File: config.mk
export PLATFORM = sky130hd
export DESIGN_NAME = latch_bank_write_sequencer
export DESIGN_NICKNAME = d
export VERILOG_FILES = /design/src/rtl/latch_bank_write_sequencer_pkg.sv /design/src/rtl/latch_bank_write_sequencer_rr_arbiter.sv /design/src/rtl/latch_bank_write_sequencer.sv
export SDC_FILE = /design/constraint.sdc
export NUM_CORES = 1
export LEC_CHECK = 0
export BUFFER_PORTS_ARGS = -buffer_cell sky130_fd_sc_hd__buf_2
export CORE_MARGIN = 2
export CORE_UTILIZATION = 48
export DETAILED_ROUTE_END_ITERATION = 8
export PLACE_DENSITY = 0.91
export SYNTH_ARGS = -nofsm -noshare
export SYNTH_HDL_FRONTEND = slang
export SYNTH_SLANG_ARGS = --single-unit
File: constraint.sdc
create_clock -name clock -period 2.1 [get_ports clock]
set_input_delay 0.21 -clock clock [delete_from_list [all_inputs] [get_ports clock]]
set_output_delay 0.21 -clock clock [all_outputs]
set_load 0.01 [all_outputs]
File: src/rtl/latch_bank_write_sequencer_pkg.sv
// Shared constants for the latch-bank write sequencer: FSM state encoding and
// the legal parameter ranges checked at elaboration time.
package latch_bank_write_sequencer_pkg;

  localparam logic [1:0] ST_IDLE   = 2'd0;
  localparam logic [1:0] ST_SETUP  = 2'd1;
  localparam logic [1:0] ST_STROBE = 2'd2;
  localparam logic [1:0] ST_HOLD   = 2'd3;

  localparam int NREQ_MIN  = 2;
  localparam int NREQ_MAX  = 8;
  localparam int DEPTH_MIN = 1;

  function automatic bit params_legal(int nreq, int depth, int aw);
    return (nreq >= NREQ_MIN) && (nreq <= NREQ_MAX) &&
           (depth >= DEPTH_MIN) && (depth <= (1 << aw));
  endfunction

endpackage

File: src/rtl/latch_bank_write_sequencer_rr_arbiter.sv
// Combinational round-robin arbiter: searches req_i starting at ptr_i, wrapping
// from NREQ-1 back to 0, and reports the first requester found.
module rr_arbiter #(
  parameter int NREQ = 4,
  parameter int IW   = 2
) (
  input  logic [NREQ-1:0] req_i,
  input  logic [IW-1:0]   ptr_i,
  output logic [IW-1:0]   gnt_idx_o,
  output logic            any_req_o
);

  logic [NREQ-1:0] rot;
  logic [IW:0]     sum;
  logic            found;

  // NOTE: every signal written here gets a default before any conditional
  // assignment, so no path leaves a value unassigned and no latch is inferred.
  always_comb begin
    gnt_idx_o = '0;
    found     = 1'b0;
    sum       = '0;
    // Rotating right by ptr_i puts the highest-priority requester at bit 0.
    rot       = NREQ'({req_i, req_i} >> ptr_i);
    for (int i = 0; i < NREQ; i++) begin
      if (!found && rot[i]) begin
        found = 1'b1;
        sum   = {1'b0, ptr_i} + (IW+1)'(i);
        if (sum >= (IW+1)'(NREQ)) sum = sum - (IW+1)'(NREQ);
        gnt_idx_o = IW'(sum);
      end
    end
  end

  assign any_req_o = |req_i;

endmodule

File: src/rtl/latch_bank_write_sequencer.sv
// Arbitrates write requests onto a shared bank of transparent latches and runs a
// registered setup/strobe/hold sequence so latch data is stable around the enable.
module latch_bank_write_sequencer
  import latch_bank_write_sequencer_pkg::*;
#(
  parameter int NREQ  = 4,
  parameter int DEPTH = 6,
  parameter int AW    = 3,
  parameter int DW    = 8,
  localparam int IW   = (NREQ > 1) ? $clog2(NREQ) : 1
) (
  input  logic               clock,
  input  logic               reset,
  input  logic [NREQ-1:0]    req,
  input  logic [NREQ*AW-1:0] addr,
  input  logic [NREQ*DW-1:0] data,
  output logic [NREQ-1:0]    ack,
  output logic               err,
  output logic               busy,
  output logic [IW-1:0]      gnt_id,
  output logic [DW-1:0]      lat_d,
  output logic [DEPTH-1:0]   lat_en
);

  if (!params_legal(NREQ, DEPTH, AW)) begin : g_bad_params
    $error("latch_bank_write_sequencer: illegal NREQ/DEPTH/AW combination");
  end

  localparam logic [AW:0] DEPTH_W = (AW+1)'(DEPTH);

  logic [1:0]       state_q,  state_d;
  logic [IW-1:0]    ptr_q,    ptr_d;
  logic [IW-1:0]    gnt_q,    gnt_d;
  logic [AW-1:0]    addr_q,   addr_d;
  logic [DW-1:0]    lat_d_q,  lat_d_d;
  logic [DEPTH-1:0] lat_en_q, lat_en_d;
  logic [NREQ-1:0]  ack_q,    ack_d;
  logic             err_q,    err_d;
  logic             busy_q,   busy_d;

  logic [IW-1:0]    arb_idx;
  logic             arb_any;
  logic             in_range;

  rr_arbiter #(
    .NREQ (NREQ),
    .IW   (IW)
  ) u_rr_arbiter (
    .req_i     (req),
    .ptr_i     (ptr_q),
    .gnt_idx_o (arb_idx),
    .any_req_o (arb_any)
  );

  assign in_range = ({1'b0, addr_q} < DEPTH_W);

  always_comb begin
    state_d  = state_q;
    ptr_d    = ptr_q;
    gnt_d    = gnt_q;
    addr_d   = addr_q;
    lat_d_d  = lat_d_q;
    lat_en_d = '0;
    ack_d    = '0;
    err_d    = 1'b0;
    busy_d   = busy_q;

    case (state_q)
      ST_IDLE: begin
        // The winner's address and data are frozen here; later input changes are ignored.
        if (arb_any) begin
          state_d = ST_SETUP;
          gnt_d   = arb_idx;
          addr_d  = addr[arb_idx*AW +: AW];
          lat_d_d = data[arb_idx*DW +: DW];
          busy_d  = 1'b1;
        end
      end
      ST_SETUP: begin
        state_d = ST_STROBE;
        // Decode from the captured address only; an out-of-range address matches no word.
        for (int n = 0; n < DEPTH; n++) begin
          lat_en_d[n] = (addr_q == AW'(n));
        end
      end
      ST_STROBE: begin
        state_d      = ST_HOLD;
        ack_d[gnt_q] = 1'b1;
        err_d        = !in_range;
      end
      ST_HOLD: begin
        state_d = ST_IDLE;
        busy_d  = 1'b0;
        ptr_d   = (gnt_q == IW'(NREQ-1)) ? '0 : gnt_q + IW'(1);
      end
      default: state_d = ST_IDLE;
    endcase
  end

  // NOTE: state registers use non-blocking assignments so every register samples
  // the pre-edge values; the asynchronous reset drops lat_en without a clock edge.
  always_ff @(posedge clock or posedge reset) begin
    if (reset) begin
      state_q  <= ST_IDLE;
      ptr_q    <= '0;
      gnt_q    <= '0;
      addr_q   <= '0;
      lat_d_q  <= '0;
      lat_en_q <= '0;
      ack_q    <= '0;
      err_q    <= 1'b0;
      busy_q   <= 1'b0;
    end else begin
      state_q  <= state_d;
      ptr_q    <= ptr_d;
      gnt_q    <= gnt_d;
      addr_q   <= addr_d;
      lat_d_q  <= lat_d_d;
      lat_en_q <= lat_en_d;
      ack_q    <= ack_d;
      err_q    <= err_d;
      busy_q   <= busy_d;
    end
  end

  assign ack    = ack_q;
  assign err    = err_q;
  assign busy   = busy_q;
  assign gnt_id = gnt_q;
  assign lat_d  = lat_d_q;
  assign lat_en = lat_en_q;

endmodule

==> results.txt <==
- Across the VDD grid, the largest voltage drop is 629 uV.
* Final Net Count: between 200 and 300
- Placed Area: 0.00209 mm^2
- Number of global-route vias before repair: ~1,500
* Relative contribution of combinational cells to total power: between 50 and 60%
* Data arrival, critical path: around 2000 ps
- Gp weighted congestion: 0.786
* Static leakage power: 0.00111 uW
- Number of clock sinks seen by CTS: 29
* Post-synth EDFFs: 0
- Number of inserted diodes: 0
- Std-Cell Core Area: ~0.0034 mm^2
- Post-layout instance area: around 0.0022 mm^2
* Netlist area before placement: roughly 0.0017 mm^2
* Cell internal power dissipation: 1500 uW
* Buffer count from post-CTS setup fixing: 0
- Share of Yosys cell area claimed by the top area cell type: around 42%
- Counting distinct cell types in the post-synthesis netlist gives 32.
- Of the total power, registers draw ~36%.
- The startpoint identified for the worst hold timing path is data[29].
* Fraction of final layout cells sized beyond drive strength 1: 43.6%
- Final hold vios: 0
* PortBufs: approximately 70
* Root Driver: clkbuf_4
- Clock-pin slew was measured on the worst setup and hold paths at 90 ps.
- Setup repair after global routing left no endpoint under its margin.
* Clock Skews: ~8.4 ps
* Sw Pwr: around 1100 uW
* Largest net degree at the start of global routing: 30
- Normalized max-slew margin: about half
- In this run the critical register-to-register path is launched from ptr_q[1].
* Horizontal die dimension: ~64 um
- The initialized floorplan defines 21 standard-cell rows.
- The H-tree was split into 2 levels.
- FMAX: approximately 540 MHz
* Share of synthesized registers carrying an async set or reset: between 90% and 100%
- Count of final max-slew check failures: 0
- Number of standard cells in the final layout excluding fillers: 287
* Max-capacitance violation count: 0
* Aggregate global routing overflow: 0
- Clock latency on the worst-skew pair, taken at its later pin, is 320 ps.
* Worst hold-check slack: 218 ps
- Most numerous cell types in the synthesized netlist: 29 x dfrtp_1, 19 x a211oi_2, 17 x nand2_1
- Final setup fails: 0
- Along the worst path, the maximum fanout reaches 11.
- The worst register-to-register path ends at lat_d[2].
- After detailed placement, the design holds a cell count of between 200 and 300.
- Crit path time final: 1840 ps
- The initial utilization of the core area, before any placement, comes to between 50% and 60%.
- The synthesized netlist devotes roughly a fifth of its cell area to compound gates.
- Area share of and/or/nand/nor cells after synthesis: between 15 and 20%
* Yosys warning count: 0
* Crit path kind: flip-flop to flip-flop
- Setup total negative slack on the finished layout was measured at 0 ps.
- For this block, the routed nets add up to 3760 um of wire.
* Slack of the worst reg-to-reg path: ~260 ps
- After synthesis, the mean cell area works out to 10.4 um^2.
* Critical path startpoint category: flip-flop
- Dividing the detail-routed wire length by the instance count gives between 10 and 15 um.
* Post-synthesis xor/xnor area fraction: 0%
- After synthesis, the largest family of logic cells by area is compound AO/OA/AOI/OAI gates.
- Portion of the post-synthesis area used by sequential elements: 42.4%
- In the routed design, unresolved DRC markers number 0.
- Result of the run: completed
- The number of nets handed over by synthesis was 223.
- Wire length of the first global-routing pass: between 6000 and 7000 um
- I/O pin cnt: 72
- Pin slew with the least headroom to its limit: around 730 ps
- For the worst setup path, the data required time is between 2000 and 2500 ps.
* Via count: ~1,500
* Detail Route Antenna Nets: 0
- Using the TritonRoute via totals, the vias-per-cell ratio works out to roughly 5.3.
* Utilization after layout: a little under two thirds
- Number of design-rule violations left by the first detailed-router iteration: 68
- Dividing total power by cell area gives a power density of between 1000 and 1500 mW/mm^2.
- After synthesis the netlist holds a flip-flop and latch count of 29.
- The min-delay analysis places its worst path in the category input port to flip-flop.
- Hold depth: 3
* Number of antenna violations at the first check in global routing: 0
- Net switching is between 40% and 50% of the power.
- Buffers inserted during clock tree synthesis total 5.
* Critical Path Sink Type: flip-flop
- The pre-antenna-repair detailed-routing pass consisted of 6 iterations.
* Cell count of the worst reg-to-reg path: 5
- Die Ht: approximately 64 um
- The die covers 0.00406 mm^2.
- Synthesis produced a netlist whose cell count is roughly 160.
- Most common cell in the netlist: dfrtp_1
* Cell taking the most area after synthesis: dfrtp_1
- Dpl hpwl: approximately 2900 um
* CTS tree: built
- Power share of the clock group: a little under an eighth
- The worst hold path terminates at lat_d[5].
- Adder-cell area share of the yosys netlist: between 6 and 7%
* Area growth, synth to finish: 26.3%
- Overall global routing resource usage: around a fifth
* Ratio of final minimum period to clock period: around 90%
- Top post-synthesis cells by area: dfrtp_1 42%, a211oi_2 14%, mux2i_1 7.0%
* Dominant register cell in the synthesized netlist: dfrtp_1
- In this run the deepest clock path goes through 2 buffers.
* Proportion of synthesized area in mux cells: approximately 7.7%
metal layers:
metal | up-vias | track usage (%) | routed length [um]
met5 | - | 0 | 0
met4 | 0 | 5.71 | 50
met3 | 5 | 4.58 | 209
met2 | 48 | 35.1 | 1910
met1 | 720 | 25.2 | 1590
li1 | 738 | - | -
worst max-delay path, stage by stage (launching register included):
cell,delay (ps)
dfrtp_1,440
nand2_1,120
a221oi_2,420
o21ai_2,310
a211oi_2,320
a211oi_2,70
per-stage QoR:
stage | power (uW) | setup slack [ps]
2_1_floorplan | 1950 | 416
3_3_place_gp | 2250 | 143
3_5_place_dp | 2310 | 10.7
4_1_cts | 2630 | 80.3
5_1_grt | 2830 | 84.9
6_report | 2610 | 258
cells by family after synthesis:
family	Yosys count
compound gates	33
mux	13
simple gates	64
buf+inv	16
flops	29
fa+ha+maj	9
what timing repair did:
item,4_1_cts,5_1_grt
endpoints found under the hold margin,29,0
endpoints found under the setup margin,1,11
gates resized for setup,1,1
hold buffers,1,0
worst max path at each step:
| stage | start | end | slack, ps | cells after the start |
|---|---|---|---|---|
| final | ptr_q[1] | lat_d[2] | 260 | 5 |
| after global routing | ptr_q[1] | lat_d[2] | 80 | 5 |
| after CTS | ptr_q[1] | lat_d[2] | 80 | 5 |
| after detailed placement | state_q[0] | addr_q[0] | 10 | 5 |
| after global placement | state_q[0] | addr_q[0] | 140 | 5 |
| after floorplan | ptr_q[1] | addr_q[1] | 420 | 7 |
layout make-up:
type	count	area (um^2)
Inverter	7	26.3
Fill cell	285	1230
Clock buffer	8	48.8
Tap cell	46	57.6
Sequential cell	29	726
Multi-Input combinational cell	119	895
Timing Repair Buffer	78	410
placed cells by master, fill, tap and decap left out, types with 5 or more instances in the layout:
cell type / instances
buf_2: 71
nand2b_1: 5
ha_1: 9
nor2_1: 16
buf_4: 6
a211oi_2: 19
clkbuf_4: 5
nand2_1: 17
mux2i_1: 12
nor3_1: 13
inv_1: 7
dfrtp_1: 29
flip-flops by register name, indices dropped and copies added (netlist names):
name	flops
ack	4
lat_en	6
addr_q	3
ptr_q	2
busy	1
state_q	2
err	1
lat_d	8
gnt_id	2
power groups by stage:
stage               sequential [uW]  combinational [uW]  clock, uW
floorplan                       993                 955          0
global placement                945                1310          0
detailed placement              956                1350          0
CTS                             944                1370        311
global route                    973                1520        341
finish                          943                1360        308
Power figures use the tool's default switching activity.
